--- src/rtl/pacman_mover.sv ---
// pacman_mover
//   Produces the Pacman centre position for the frame renderer. Button
//   presses are latched as a persistent request. On every STEP_DIV-th tick
//   the mover tries the request first and then the current heading, using
//   the wall flags for the current position. X wraps through the tunnel
//   when it is enabled. Monster contact holds the sprite frozen for
//   DEAD_TICKS ticks, after which it respawns at the start position.
//
// Ports:
//   clk            system clock
//   reset          asynchronous, active-low reset
//   tick           1 ms enable pulse, one clk wide
//   btn[3:0]       [0]=L [1]=U [2]=R [3]=D, level, active-high
//   wall_l/u/r/d   1 = wall 12 px away in that direction
//   caught         monster overlap, level
//   p_x, p_y       Pacman centre in map pixels
//   dir            heading, 0=L 1=U 2=R 3=D
//   moving         1 while in MOVING
//   dead           1 while in DEAD
module pacman_mover #(
   parameter int START_X    = 174,
   parameter int START_Y    = 300,
   parameter int MAP_W      = 347,
   parameter int MAP_H      = 405,
   parameter int HALF       = 12,
   parameter int STEP_DIV   = 8,
   parameter int DEAD_TICKS = 500,
   parameter int TUNNEL_EN  = 1
) (
   input  logic       clk,
   input  logic       reset,
   input  logic       tick,
   input  logic [3:0] btn,
   input  logic       wall_l,
   input  logic       wall_u,
   input  logic       wall_r,
   input  logic       wall_d,
   input  logic       caught,
   output logic [8:0] p_x,
   output logic [8:0] p_y,
   output logic [1:0] dir,
   output logic       moving,
   output logic       dead
);

   localparam int DCW = (DEAD_TICKS > 1) ? $clog2(DEAD_TICKS) : 1;

   localparam logic [8:0]     X_MIN     = 9'(HALF);
   localparam logic [8:0]     X_MAX     = 9'(MAP_W - HALF - 1);
   localparam logic [8:0]     Y_MIN     = 9'(HALF);
   localparam logic [8:0]     Y_MAX     = 9'(MAP_H - HALF - 1);
   localparam logic [7:0]     STEP_LAST = 8'(STEP_DIV - 1);
   localparam logic [DCW-1:0] DEAD_LAST = DCW'(DEAD_TICKS - 1);

   localparam logic [1:0] D_L = 2'd0;
   localparam logic [1:0] D_U = 2'd1;
   localparam logic [1:0] D_R = 2'd2;
   localparam logic [1:0] D_D = 2'd3;

   typedef enum logic [1:0] {
      ST_STOPPED = 2'd0,
      ST_MOVING  = 2'd1,
      ST_DEAD    = 2'd2
   } state_t;

   state_t         state, state_nxt;
   logic [8:0]     x_nxt, y_nxt;
   logic [1:0]     dir_nxt;
   logic [1:0]     req, req_nxt;
   logic           req_valid, rv_nxt;
   logic [7:0]     step_cnt, sc_nxt;
   logic [DCW-1:0] dead_cnt, dc_nxt;

   logic [3:0]     walls;
   logic           step_evt;
   logic           mv_en;
   logic [1:0]     mv_dir;

   // Up beats down beats left beats right when several buttons are held.
   function automatic logic [1:0] btn_priority(input logic [3:0] b);
      if (b[1])      return D_U;
      else if (b[3]) return D_D;
      else if (b[0]) return D_L;
      else           return D_R;
   endfunction

   assign walls    = {wall_d, wall_r, wall_u, wall_l};
   assign step_evt = tick && (step_cnt == STEP_LAST);
   assign moving   = (state == ST_MOVING);
   assign dead     = (state == ST_DEAD);

   always_comb begin
      state_nxt = state;
      x_nxt     = p_x;
      y_nxt     = p_y;
      dir_nxt   = dir;
      req_nxt   = req;
      rv_nxt    = req_valid;
      sc_nxt    = step_cnt;
      dc_nxt    = dead_cnt;
      mv_en     = 1'b0;
      mv_dir    = dir;

      if (state == ST_DEAD) begin
         // Buttons are ignored and the step divider is parked while dead.
         sc_nxt = '0;
         if (tick) begin
            if (dead_cnt == DEAD_LAST) begin
               state_nxt = ST_STOPPED;
               x_nxt     = 9'(START_X);
               y_nxt     = 9'(START_Y);
               dir_nxt   = D_L;
               rv_nxt    = 1'b0;
               dc_nxt    = '0;
            end else begin
               dc_nxt = dead_cnt + DCW'(1);
            end
         end
      end else begin
         if (tick)
            sc_nxt = step_evt ? 8'd0 : step_cnt + 8'd1;

         if (btn != 4'd0) begin
            req_nxt = btn_priority(btn);
            rv_nxt  = 1'b1;
         end

         if (caught) begin
            // Contact wins over a coincident step: the position freezes.
            state_nxt = ST_DEAD;
            dc_nxt    = '0;
            sc_nxt    = '0;
         end else if (step_evt) begin
            // The buffered request is tried first; otherwise keep heading.
            if (req_valid && !walls[req]) begin
               dir_nxt = req;
               mv_dir  = req;
               mv_en   = 1'b1;
            end else if (state == ST_MOVING && !walls[dir]) begin
               mv_dir = dir;
               mv_en  = 1'b1;
            end

            state_nxt = mv_en ? ST_MOVING : ST_STOPPED;
            if (mv_en) begin
               case (mv_dir)
                  D_L: begin
                     if (p_x != X_MIN)          x_nxt = p_x - 9'd1;
                     else if (TUNNEL_EN != 0)   x_nxt = X_MAX;
                     else                       state_nxt = ST_STOPPED;
                  end
                  D_R: begin
                     if (p_x != X_MAX)          x_nxt = p_x + 9'd1;
                     else if (TUNNEL_EN != 0)   x_nxt = X_MIN;
                     else                       state_nxt = ST_STOPPED;
                  end
                  D_U: begin
                     if (p_y != Y_MIN)          y_nxt = p_y - 9'd1;
                     else                       state_nxt = ST_STOPPED;
                  end
                  default: begin
                     if (p_y != Y_MAX)          y_nxt = p_y + 9'd1;
                     else                       state_nxt = ST_STOPPED;
                  end
               endcase
            end
         end
      end
   end

   always_ff @(posedge clk or negedge reset) begin
      if (!reset) begin
         state     <= ST_STOPPED;
         p_x       <= 9'(START_X);
         p_y       <= 9'(START_Y);
         dir       <= D_L;
         req       <= D_L;
         req_valid <= 1'b0;
         step_cnt  <= '0;
         dead_cnt  <= '0;
      end else begin
         state     <= state_nxt;
         p_x       <= x_nxt;
         p_y       <= y_nxt;
         dir       <= dir_nxt;
         req       <= req_nxt;
         req_valid <= rv_nxt;
         step_cnt  <= sc_nxt;
         dead_cnt  <= dc_nxt;
      end
   end

endmodule

--- config.mk ---
export PLATFORM = sky130hd
export DESIGN_NAME = pacman_mover
export DESIGN_NICKNAME = d
export VERILOG_FILES = /design/src/rtl/pacman_mover.sv
export SDC_FILE = /design/constraint.sdc
export NUM_CORES = 1
export LEC_CHECK = 0
export CAP_MARGIN = 0
export CORE_UTILIZATION = 30
export CTS_CLUSTER_SIZE = 40
export DETAILED_ROUTE_END_ITERATION = 16
export PLACE_DENSITY = 0.54
export REMOVE_ABC_BUFFERS = 1
export SETUP_SLACK_MARGIN = 0.1
export SYNTH_ARGS = -nofsm -noshare
export SYNTH_HDL_FRONTEND = slang
export SYNTH_SLANG_ARGS = --single-unit
--- constraint.sdc ---
create_clock -name clk -period 5.3 [get_ports clk]
set_clock_uncertainty 0.2 [all_clocks]
set_input_delay 0.795 -clock clk [delete_from_list [all_inputs] [get_ports clk]]
set_output_delay 0.795 -clock clk [all_outputs]
set_load 0.05 [all_outputs]
-- Yosys cells after proc, flatten, opt, wreduce, memory -nomap -nowiden
Cells that the tools add are included.
- output and inout bits: 22
- word-level logic and storage cells: 112
- register bits after elaboration: 42
- bits of input ports: 12
- magnitude comparators: 2
- equal/unequal tests: 15
- multiplexer cells: 57
- $add $sub $neg: 6
- bitwise operators: 1
- reductions and logical operators: 23
- operators with widths (kind ; number):
    $mux 9 ; 20
    $pmux 9 s2 ; 2
    $mux 8 ; 4
    $add 9x1->9 const B ; 3
    $mux 2 ; 13
    $ne 9x4->1 const B ; 2
    $ne 9x9->1 const B ; 2
    $sub 9x1->9 const B ; 2
    $mux 1 ; 15
    $reduce_bool 3->1 ; 4
    $eq 9x9->1 const B ; 1
    $add 8x1->8 const B ; 1
    $eq 8x3->1 const B ; 1
    $reduce_and 8->1 ; 1
    $reduce_bool 2->1 ; 4
    $lt 2x3->1 const B ; 2
    $ne 2x1->1 const B ; 3
    $reduce_and 3->1 ; 2
    $reduce_and 6->1 ; 1
    $bmux 1 s2 ; 2
    $eq 2x1->1 const B ; 2
    $eq 2x2->1 const B ; 2
    $reduce_and 2->1 ; 2
    $reduce_and 4->1 ; 1
    9 further kinds ; 12

-- Depth between registers and ports, before layout
- depth in word-level cells: 16
- depth in mapped cells: 12
- gate-level depth less buffers: 11

-- Least setup slack after synthesis
No wires, ideal clock.
- kind: register to register
- from: reg dir[0]
- to: reg p_y[4]
- data required time: 4.968 ns
- library setup time: 0.132 ns
- setup slack: 2.226 ns
- arrival: 2.742 ns
- buffers on the path: 0
- clock period less this slack: 3.074 ns
- cell stages (with the launch flop): 10
- cells stage by stage: dfrtp_1 > or3b_1 > o22ai_1 > nor2_4 > xnor2_1 > ha_1 > nor4_1 > mux2_2 > nor3_1 > or3b_1
- cells in the longest elaborated chain, start to end: 11
- elaborated cells between the ends (all ways): 27
- classes of those cells: eq/ne: 4; mux: 16; reduce/logical: 7
- RTL lines (what ; RTL line ; source):
    start, declared ; 41 ; output logic [1:0] dir,
    start signal, assigned ; 185 ; dir <= dir_nxt;
    $mux 2 or $bmux 1 s2 (tied branches) ; - ;
    $mux 2 or $mux 1 (tied branches) ; 133, 139 ;
    $mux 2 or $logic_not 1->1 (tied branches) ; 128, 139 ;
    $mux 2 or $logic_and 1x1->1 (tied branches) ; 104, 139 ;
    $eq 2x2->1 (tied with other cells) ; 146 ; case (mv_dir)
    $reduce_or 2->1 (no line) or $mux 1 (tied branches) ; - ;
    $pmux 9 s2 or $mux 1 (tied branches) ; 146, 133 ;
    $mux 9 or $mux 1 (tied branches) ; 145, 128 ;
    $mux 9 or $mux 1 (tied branches) ; 133, 104 ;
    $mux 9 or $reduce_bool 2->1 (tied branches) ; - ;
    $mux 9 or $reduce_and 8->1 (tied branches) ; - ;
    end signal, assigned ; 175 ; p_y <= 9'(START_Y);
    end signal, assigned ; 184 ; p_y <= y_nxt;
    end, declared ; 40 ; output logic [8:0] p_y,
Parallel ways exist; a longest one is shown, timed or not. The select of a mux whose other input is x is not followed.
A chain may end at the register's enable or synchronous reset.

-- Worst setup path after layout
- from: reg state[0]
- to: out dead
- cells in the longest elaborated chain, start to end: 1
- RTL lines (what ; RTL line ; source):
    start, declared ; 66 ; state_t state, state_nxt;
    start signal, assigned ; 182 ; state <= state_nxt;
    $eq 2x2->1 ; 90 ; assign dead = (state == ST_DEAD);
    end, declared ; 43 ; output logic dead
No other way between the ends.

==> flow_summary.yaml <==
yosys:
  ys_ff_latch: 42
  synth-edff-count: 0
  syn-cell-area_um2: 3110
  synth.distinct_cells: 63
  async_reset_ff_share_pct: 100
  synth_flop_cell: "dfrtp_1"
  avgSynthCellArea_um2: 8.37
  yosysSeqAreaShare_pct: 34.1
  syn_inst: 372
  yosysWarnings: 0
layout:
  mostFrequentLayoutCells: "38 x nor2_1, 33 x dfrtp_1, 32 x clkdlybuf4s50_1, 26 x nand2_1, 24 x a21oi_1"
  drive_gt1_share_pct: 8.84
  num-fill-cells: 1047
  syn_to_final_growth_pct: 16.4
  nets: 415
  final_area_um2: 3620
  diodes: 0
  final_common_cell: "nor2_1"
clocking:
  post-cts-setup-buffer-count: 0
  cts_tree: "done"
  post_cts_resize_count: 0
  clk_latency_ps: 310
  clk_pin_slew_ps: 100
  root_buffer: "clkbuf_8"
  cts_sinks: 42
  htree_num_levels: 2
  cts_buffers: 5
  postCtsHoldBufs: 0
  clock_path_buffers: 2
sta:
  whs_ps: 286
  slew_viol_final: 0
  fmax_ghz: 0.273
  period_minus_slack_ps: 3660
  slew_headroom_pct: 33.2
  setup_slack_ps: 1640
  worst_pin_slew_ps: 1000
  hold_viol: 0
  fin_crit_sh_pct: 69.0
  finalSetupTns_ps: 0
  rsz0062_at_grt: "no"
  finalSetupViolations: 0
global_route:
  grt_usage_pct: 16.0
  grt_pass1_wl_um: 14100
  overflow: 0
  grt_pass1_vias: 2836
  grt_max_degree: 43
  grt_antenna_before_repair: 0
route:
  drtAntennaViolNets: 0
  drt_iter0_drc: 163
  drt_first_pass_iters: 5
  wire_per_inst_um: 15.6
  drc_errors: 0
  viasPerCell: 5.55
  vias: 2934
  finalWirelength_um: 8250
setup_path:
  worstSetupStartpointType: "flip-flop"
  crit_start: "state[0]$_DFFE_PN0P_"
  crit_chain: "nand2b_1, inv_1, clkdlybuf4s50_1"
  setup.worst_path.class: "reg2out"
  r2r_start: "state[1]$_DFFE_PN0P_"
  worst-endpoint-required_ps: 4300
  slowest_stage: "clkdlybuf4s50_1"
  r2r_slack_ps: 2050
  slowest_delay_ps: 930
  crit_fanout: 17
  arrival_ps: 2660
  cp-end-kind: "output port"
floorplan:
  rows: 36
  die_area_um2: 10800
  die_x_um: 104
  initial_core_util_pct: 31.4
  die_height_um: 104
  core_um2: 9910
  io_pins: 34
hold_path:
  hp-class: "reg2reg"
  hold_start: "dead_cnt[8]$_DFFE_PN0P_"
placement:
  io_buffers: 33
  place.gp.congestion: 0.887
  dpl-instance-area_um2: 3530
  dpl.hpwl_um: 5870
  dp_worst_setup_slack_ps: 1570
pwr:
  vdd_drop_max_mv: 0.105
  leakage_uw: 0.00144
  power_density_nw_per_um2: 202
run:
  drv_cap: 0
status:
  status: "complete, no violations"
-- critical path, delay by kind of cell (launching register included) --
family	cells	cell delay (ps)
buffers and inverters	2	1570
flip-flops	1	390
AND/OR/NAND/NOR	1	380
-- per-stage QoR --
stage / utilization [%] / total power (µW) / std cells
5_1_grt: 36.6 / 779 / 529
6_report: 36.6 / 733 / 529
2_1_floorplan: - / 462 / 355
3_3_place_gp: 35.6 / 504 / 521
3_5_place_dp: 35.6 / 506 / 521
4_1_cts: 36.6 / 749 / 529
-- report_power, final --
part / total (µW) / internal (µW) / switching, µW / leakage [µW]
registers: 374 / 344 / 29.2 / 0.000509
clock network: 234 / 98.1 / 136 / 0.0000495
logic: 126 / 54.8 / 71.1 / 0.000877
-- cells by family after synthesis --
group           count (synthesis)  share of synthesized area (%)
compound gates                100                           22.0
fa+ha+maj                       8                           3.21
simple gates                  160                           27.3
buf+inv                        35                           4.62
flops                          42                           34.1
xor+xnor                        9                           2.53
mux                            18                           6.23
-- final timing paths --
path | endpoint | depth (start not counted)
max in group asynchronous | p_y[6]$_DFFE_PN0P_ | 1
worst min register to register | dead_cnt[8]$_DFFE_PN0P_ | 1
min in group asynchronous | req[1]$_DFFE_PN0P_ | 1
worst max register to register | p_y[4]$_DFFE_PN0P_ | 7
worst min-delay path | dead_cnt[8]$_DFFE_PN0P_ | 1
worst max-delay path | dead | 3
-- final cells by class --
cell class / count / area [µm²] / share of cell area (%)
Timing Repair Buffer: 33 / 325 / 8.97
Clock inverter: 3 / 26.3 / 0.725
Tap cell: 133 / 166 / 4.59
Sequential cell: 42 / 1060 / 29.3
Clock buffer: 5 / 68.8 / 1.90
Multi-Input combinational cell: 295 / 1910 / 52.6
Inverter: 18 / 67.6 / 1.86
-- state kept, by name, summed over array words and instances (netlist names) --
name and count:
p_x 9, req_valid 1, step_cnt 8, p_y 9, dead_cnt 9, req 2
dir 2, state 2
-- cell usage after synthesis (all sizes together), types with 2 or more instances --
| master | number | share of area [%] |
|---|---|---|
| buf | 3 | 0.76 |
| xnor2 | 5 | 1.4 |
| o211a | 3 | 0.96 |
| o221ai | 4 | 1.1 |
| o2111ai | 2 | 0.56 |
| xor2 | 4 | 1.1 |
| nor4 | 8 | 1.6 |
| a22o | 3 | 0.84 |
| nor2 | 39 | 4.9 |
| o22a | 2 | 0.56 |
| or3b | 2 | 0.56 |
| o311ai | 5 | 1.4 |
| or3 | 4 | 0.80 |
| nor3b | 2 | 0.48 |
| o22ai | 5 | 1.2 |
| and3 | 10 | 2.0 |
| or2 | 3 | 0.60 |
| nor3 | 11 | 2.1 |
| inv | 18 | 2.2 |
| nand2 | 26 | 3.1 |
| o31ai | 5 | 1.2 |
| clkbuf | 14 | 1.7 |
| a31oi | 5 | 1.0 |
| mux2 | 8 | 3.0 |
| o21ai | 27 | 4.3 |
| nand3 | 20 | 3.2 |
| mux2i | 10 | 3.2 |
| or4 | 4 | 1.1 |
| a21oi | 24 | 3.9 |
| ha | 8 | 3.2 |
| nand4 | 10 | 2.0 |
| nor2b | 4 | 0.80 |
| o41ai | 3 | 0.84 |
| nand2b | 10 | 2.0 |
| nand3b | 3 | 0.72 |
| dfstp | 9 | 7.6 |
| dfrtp | 33 | 27 |
| a21o | 2 | 0.48 |
-- per-layer routing --
| metal | up-vias | global-route usage (%) | share of wire [%] | routed length [µm] |
|---|---|---|---|---|
| met3 | 10 | 2.13 | 4.3 | 357 |
| met5 | - | 0 | 0 | 0 |
| met1 | 1407 | 23.1 | 49 | 4060 |
| met4 | 0 | 5.31 | 1.4 | 112 |
| met2 | 74 | 24.7 | 45 | 3710 |
| li1 | 1443 | - | - | - |
No activity file was read; power rests on OpenSTA's default activity.
